File: src/rtl/cpu6_hazard_ctrl.sv
// cpu6_hazard_ctrl: pipeline stall/flush sequencing for the 5-stage cpu6 core.
// Handles load-use, MEM redirects, data-memory waits with timeout and CSR drain.
//
// Ports:
//   clk, reset (async, active-low)
//   rs1D/rs2D, rs1_useD/rs2_useD     : ID operand indices and use flags
//   writeregE, regwriteE, memtoregE  : EX destination, write enable, load flag
//   csr_wr_enE                       : EX instruction writes a CSR
//   redirectM, memwriteM, memtoregM  : MEM redirect, store and load flags
//   dmem_ready / dmem_req            : data memory handshake
//   stallF/D/E/M, flushD/E/M/W       : per-register hold / bubble enables
//   mem_timeout_err                  : one-cycle pulse on memory timeout
//   state_o                          : FSM state (debug)
module cpu6_hazard_ctrl #(
    parameter int RFIDX_WIDTH = 5,
    parameter int CNT_WIDTH   = 8,
    parameter int MEM_TIMEOUT = 255,
    parameter int CSR_DRAIN   = 3
) (
    input  logic                   clk,
    input  logic                   reset,
    input  logic [RFIDX_WIDTH-1:0] rs1D,
    input  logic [RFIDX_WIDTH-1:0] rs2D,
    input  logic                   rs1_useD,
    input  logic                   rs2_useD,
    input  logic [RFIDX_WIDTH-1:0] writeregE,
    input  logic                   regwriteE,
    input  logic                   memtoregE,
    input  logic                   csr_wr_enE,
    input  logic                   redirectM,
    input  logic                   memwriteM,
    input  logic                   memtoregM,
    input  logic                   dmem_ready,
    output logic                   dmem_req,
    output logic                   stallF,
    output logic                   stallD,
    output logic                   stallE,
    output logic                   stallM,
    output logic                   flushD,
    output logic                   flushE,
    output logic                   flushM,
    output logic                   flushW,
    output logic                   mem_timeout_err,
    output logic [1:0]             state_o
);

    typedef enum logic [1:0] {
        S_IDLE      = 2'd0,
        S_MEM_WAIT  = 2'd1,
        S_CSR_DRAIN = 2'd2
    } state_e;

    localparam logic [CNT_WIDTH-1:0] TIMEOUT_C = CNT_WIDTH'(MEM_TIMEOUT);
    localparam logic [CNT_WIDTH-1:0] DRAIN_C   = CNT_WIDTH'(CSR_DRAIN);
    localparam logic [CNT_WIDTH-1:0] ONE_C     = CNT_WIDTH'(1);

    state_e               state_q, state_d;
    logic [CNT_WIDTH-1:0] cnt_q, cnt_d;

    logic memop;
    logic lu_hazard;
    logic req_c, err_c;
    logic sf_c, sd_c, se_c, sm_c;
    logic fd_c, fe_c, fm_c, fw_c;

    assign memop = memwriteM | memtoregM;

    assign lu_hazard = memtoregE & regwriteE & (writeregE != '0)
                     & ((rs1_useD & (rs1D == writeregE))
                      | (rs2_useD & (rs2D == writeregE)));

    always_comb begin
        state_d = state_q;
        cnt_d   = cnt_q;
        req_c   = 1'b0;
        err_c   = 1'b0;
        sf_c    = 1'b0;
        sd_c    = 1'b0;
        se_c    = 1'b0;
        sm_c    = 1'b0;
        fd_c    = 1'b0;
        fe_c    = 1'b0;
        fm_c    = 1'b0;
        fw_c    = 1'b0;
        case (state_q)
            S_MEM_WAIT: begin
                req_c = memop;
                if (dmem_ready) begin
                    state_d = S_IDLE;
                    cnt_d   = '0;
                end else if (cnt_q >= TIMEOUT_C) begin
                    // Give up: drop the MEM instruction and let the pipe move.
                    req_c   = 1'b0;
                    err_c   = 1'b1;
                    fw_c    = 1'b1;
                    state_d = S_IDLE;
                    cnt_d   = '0;
                end else begin
                    {sf_c, sd_c, se_c, sm_c} = 4'hf;
                    fw_c  = 1'b1;
                    cnt_d = cnt_q + ONE_C;
                end
            end
            S_CSR_DRAIN: begin
                sf_c = 1'b1;
                sd_c = 1'b1;
                fe_c = 1'b1;
                if (cnt_q <= ONE_C) begin
                    state_d = S_IDLE;
                    cnt_d   = '0;
                end else begin
                    cnt_d = cnt_q - ONE_C;
                end
            end
            default: begin
                // Idle; encoding 3 also lands here.
                req_c = memop;
                if (memop && !dmem_ready) begin
                    {sf_c, sd_c, se_c, sm_c} = 4'hf;
                    fw_c    = 1'b1;
                    state_d = S_MEM_WAIT;
                    cnt_d   = ONE_C;
                end else if (redirectM) begin
                    fd_c = 1'b1;
                    fe_c = 1'b1;
                    fm_c = 1'b1;
                end else if (csr_wr_enE) begin
                    // No stall now: the CSR write must advance into MEM.
                    state_d = S_CSR_DRAIN;
                    cnt_d   = DRAIN_C;
                end else if (lu_hazard) begin
                    sf_c = 1'b1;
                    sd_c = 1'b1;
                    fe_c = 1'b1;
                end
            end
        endcase
    end

    always_ff @(posedge clk or negedge reset) begin
        if (!reset) begin
            state_q <= S_IDLE;
            cnt_q   <= '0;
        end else begin
            state_q <= state_d;
            cnt_q   <= cnt_d;
        end
    end

    // Outputs are held low for the whole reset window, whatever the inputs.
    assign dmem_req        = reset & req_c;
    assign stallF          = reset & sf_c;
    assign stallD          = reset & sd_c;
    assign stallE          = reset & se_c;
    assign stallM          = reset & sm_c;
    assign flushD          = reset & fd_c;
    assign flushE          = reset & fe_c;
    assign flushM          = reset & fm_c;
    assign flushW          = reset & fw_c;
    assign mem_timeout_err = reset & err_c;
    assign state_o         = reset ? state_q : 2'd0;

endmodule
File: config.mk
export PLATFORM = sky130hd
export DESIGN_NAME = cpu6_hazard_ctrl
export DESIGN_NICKNAME = d
export VERILOG_FILES = /design/src/rtl/cpu6_hazard_ctrl.sv
export SDC_FILE = /design/constraint.sdc
export NUM_CORES = 1
export LEC_CHECK = 0
export BUFFER_PORTS_ARGS = -buffer_cell sky130_fd_sc_hd__buf_2
export CORE_MARGIN = 3
export CORE_UTILIZATION = 31
export CTS_BUF_LIST = sky130_fd_sc_hd__clkbuf_8
export CTS_CLUSTER_DIAMETER = 200
export DETAILED_ROUTE_END_ITERATION = 10
export PLACE_DENSITY = 0.65
export SLEW_MARGIN = 10
export SYNTH_ARGS = -nofsm -noshare
export SYNTH_HDL_FRONTEND = slang
export SYNTH_SLANG_ARGS = --single-unit
File: constraint.sdc
create_clock -name clk -period 2.2 [get_ports clk]
set_input_delay 0.44 -clock clk [delete_from_list [all_inputs] [get_ports clk]]
set_output_delay 0.44 -clock clk [all_outputs]
set_load 0.02 [all_outputs]
# Word-level counts from Yosys, hierarchy flattened
# Index checks and enable logic that the tools add are counted.
# totals
register_bits	10
out_inout_bits	12
# classes
n_addsub	2
order_cmp	2
n_eq_ne	7
muxes	38
bitwise	14
reduce_logical	7
# ops
operator	n
2-to-1 mux 8 bit	6
2-to-1 mux 1 bit	18
case mux 8 bit (2 select lines)	1
2-to-1 mux 2 bit	7
AND 1 bit	12
== test 5 bit	2
case mux 1 bit (2 select lines)	5
adder 8 x 1 -> 8 bit (second input constant)	1
>= comparator 8 bit (second input constant)	1
<= comparator 8 x 1 -> 1 bit (second input constant)	1
subtractor 8 x 1 -> 8 bit (second input constant)	1
nonzero test 5 bit	1
!= test 4 x 1 -> 1 bit (second input constant)	1
case mux 2 bit (2 select lines)	1
AND reduction 4 bit	1
nonzero test 4 bit	1
!= test 3 bit (second input constant)	1
== test 2 x 1 -> 1 bit (second input constant)	1
== test 2 bit (second input constant)	1
!= test 2 bit (second input constant)	1
bitwise OR 1 bit	2
AND reduction 2 bit	1
OR reduction 2 bit	1
logical AND 1 bit	1
zero test 1 bit	1

# Longest topological paths before layout
# depth
ltp_word	10
depth_mapped	7
depth_no_buf	6

# Worst setup path before layout
# No wires, ideal clock.
# synth_path
path_type	reg2out
from	reg state_q[0]
to	out stallF
arrival_time_ps	1787
required_ps	1760
path_slack_ps	-27
stages_incl_launch_ff	7
n_path_buf	2
cell_sequence	dfrtp_1 -> inv_1 -> ha_1 -> buf_1 -> o311ai_0 -> o22ai_1 -> buf_4
# synth_between
elab_chain_cells	3
# synth_rtl
element	line_no	source
start, declared	57	state_e state_q, state_d;
start signal, assigned	145	state_q <= state_d;
== test 2 bit or == test 2 x 1 -> 1 bit (tied branches)	-	
case mux 1 bit (2 select lines) (*)	-	
AND 1 bit (*)	-	
end, declared	35	output logic stallF,
# Mark *: on every way between the ends. The rest lies on a longest branch, timed or not.

# Worst setup path in the final report
# layout_path
from	reg state_q[1]
to	out stallD
# layout_between
elab_chain_cells	3
# layout_rtl
element	line_no	source
== test 2 bit or == test 2 x 1 -> 1 bit (tied branches)	85	case (state_q)
case mux 1 bit (2 select lines) (*)	85	
AND 1 bit (*)	153	assign stallD = reset & sd_c;
end, declared	36	output logic stallD,
# Marked as above.

==> results_dict.tcl <==
set metrics [dict create \
    syn_area_per_cell_sq_um 7.66 \
    synth_cells 154 \
    drtIter0Drc 40 \
    fin_ws_ps 54.8 \
    path_buf_inv 3 \
    antenna_found_initial 0 \
    slew_headroom_pct 71.6 \
    wl_met1_microns 1440 \
    ctsRootBufferMaster "clkbuf_8" \
    multi_input_area_sq_um 907 \
    worstSetupPathType "flop to output port" \
    period_minus_slack_ps 2150 \
    endpoint_kind "output port" \
    timing.final.max_slew_violations 0 \
    reg2reg_slack_ps 200 \
    top_layer_used "met4" \
    cpMaxStageDelayCell "dfrtp_1" \
    syn2layout_area_growth_pct 34.4 \
    wl_per_cell_microns 14.0 \
    firstDrtPassIters 4 \
    syn_area_sq_mm 0.00118 \
    status "finished clean" \
    drc 0 \
    chipHeight_microns 67.7 \
    synth.top_cell.area_share_pct 21.2 \
    vdd_ir_drop_max_uv 767 \
    drive_gt1_share_pct 36.4 \
    pin_count 38 \
    synth_edf_count 0 \
    seq_area_sq_um 253 \
    met3_wirelength_microns 180 \
    via_count 1302 \
    reg2reg_from "cnt_q[0]" \
    cp-start-kind "flop" \
    antennaDiodeCount 0 \
    cts_buffers 3 \
    die_area_sq_mm 0.00458 \
    dp.final_hpwl_microns 2630 \
    grt_pass1_wl_microns 5220 \
    r2r_end "cnt_q[2]" \
    worst_path_dominant_cell_family "flip-flops" \
    max_freq_mhz 466 \
    hold_class "input pin to asynchronous set/reset pin" \
    rsz0062_at_grt "yes" \
    worstPathCellList "inv_2 -> ha_4 -> nor2b_4 -> o21a_1 -> buf_4 -> nor3_2 -> o22ai_2 -> buf_6" \
    powerDensity_mw_per_mm2 1270 \
    clock_latency_ps 240 \
    clock-sinks 10 \
    vias_per_cell 5.40 \
    cts-htree-levels 1 \
    final-setup-viol-count 0 \
    rows 21 \
    met2WireLength_microns 1720 \
    min_period_over_period_pct 97.5 \
    worstRegToRegCells 7 \
    p_leak_nw 0.695 \
    synth_area_leaders "dfrtp_1, xor2_1, ha_1" \
    fin_nets 228 \
    port_buffers 37 \
    clk_path_buf_depth 2 \
    fill_cells 332 \
    synthFlopType "dfrtp_1" \
    gp_congestion 0.864 \
    grt_pass1_vias 1149 \
    power.total_mw 2.01 \
    grtUsageTotal_pct 14.5 \
    yosysWarningCount 0 \
    antenna_left 0 \
    core_sq_mm 0.00349 \
    max_stage_delay_ps 410 \
    grt_max_degree 13 \
    synthArstFlopShare_pct 100 \
    cp.required_ps 1760 \
    tightest_slew_ps 415 \
    finClkSkew_ps 2.91 \
    place_area_sq_mm 0.00145 \
    critPathMaxFanout 4 \
    ys_types 48 \
    start_util_pct 33.8 \
    post-synth-top-area-cell "dfrtp_1" \
    wirelength_microns 3390 \
    cts_tree "built" \
    ys_ff_latch 10 \
    arrival_ps 1710 \
    clk_pin_slew_ps 50 \
    ys_seq_area_share_pct 21.2 \
    cap_violations 0 \
    fin_area_sq_mm 0.00159 \
    syn_nets 185 \
    dieWidth_microns 67.7 \
    finalHoldViolations 0 \
    dp_slack_ps 156 \
    grt-ovfl-total 0 \
]
==> cell type report <==
class | instances | area share, %
multi-input combinational | 125 | 57.2
timing repair buffer | 49 | 18.7
sequential | 10 | 15.9
tap | 46 | 3.63
clock buffer | 3 | 2.60
inverter | 8 | 1.89
==> metal layers <==
layer  vias to the layer above  GRT usage [%]
met3                         7           1.50
met5                         -              0
li1                        649              -
met2                        51           24.9
met1                       595           19.0
met4                         0           4.30
==> cell families (layout without fill, tap and decap cells) <==
family	after synthesis	count (layout)	synth area share [%]
multiplexers	1	1	0.954
adder cells (fa/ha/maj)	5	5	5.30
AND/OR/NAND/NOR	60	60	27.0
XOR/XNOR	12	12	8.91
AO/OA/AOI/OAI	47	47	29.0
buffers and inverters	19	60	7.64
flip-flops	10	10	21.2
==> cells in the final DEF, fill, tap and decap left out, types with 2 or more instances in the layout <==
cell type  count
a21oi_1        8
a221o_1        2
a2bb2oi_1      3
a32oi_1        2
and2_1         2
buf_2         33
buf_4         13
buf_6          3
clkbuf_8       3
dfrtp_1        8
dfrtp_2        2
ha_1           2
ha_4           2
inv_1          6
inv_2          2
nand2_1       12
nand3_1        7
nand4_1        3
nor2_1         8
nor2b_1        3
nor3_1         3
nor3b_1        3
nor4_1         5
o21a_1         2
o21ai_0        5
o21ai_1        4
o31ai_1        3
or3_1          6
xnor2_1        3
xor2_1         9
==> Yosys cell counts (all sizes together), types with 2 or more instances <==
master and instances:
xor2 9, nand2 12, or3 6, and2 3
nand4 3, a32oi 2, ha 5, inv 8
a21oi 9, nor2b 4, a21boi 2, o21ai 10
buf 6, clkbuf 5, nor3b 3, nor2 8
o31ai 5, a2bb2oi 3, nand3 7, nor4 5
a221o 2, dfrtp 10, nor3 4, o22ai 2
xnor2 3, o21a 2
==> stage by stage <==
step	utilization, %	hold WS [ps]	std cells	TNS, ps
5_1_grt	45.4	47.3	241	-101
3_3_place_gp	41.5	282	237	0
3_5_place_dp	41.5	282	237	0
6_report	45.4	37.0	241	0
2_1_floorplan	-	144	154	0
4_1_cts	43.0	35.0	240	-28.0
==> sequential cells by signal, indices dropped and copies added (netlist names) <==
register and cells:
cnt_q 8, state_q 2
==> worst max-delay path by stage <==
stage	depth (start not counted)	slack [ps]	end	startpoint
2_1_floorplan	7	30	stallM	state_q[0]
3_3_place_gp	6	140	stallD	state_q[0]
3_5_place_dp	6	160	stallD	state_q[0]
4_1_cts	6	-10	stallD	state_q[0]
5_1_grt	7	-40	stallF	state_q[1]
6_report	8	50	stallD	state_q[1]
==> report_power, final <==
| part | leakage, nW | switching [mW] | total, mW | internal, mW |
|---|---|---|---|---|
| clock network | 0.0216 | 0.0713 | 0.191 | 0.120 |
| logic | 0.546 | 0.850 | 1.46 | 0.614 |
| registers | 0.128 | 0.0967 | 0.357 | 0.261 |
| total | 0.695 | 1.02 | 2.01 | 0.995 |
==> repair_timing <==
action | CTS | global route
pin swaps | 0 | 2
setup endpoints to repair | 4 | 6
buffers inserted | 0 | 1
endpoints found under the hold margin | 0 | 0
resized for setup | 6 | 21
hold buffers | 0 | 0
Note: power is estimated with default switching activity, not from simulation.
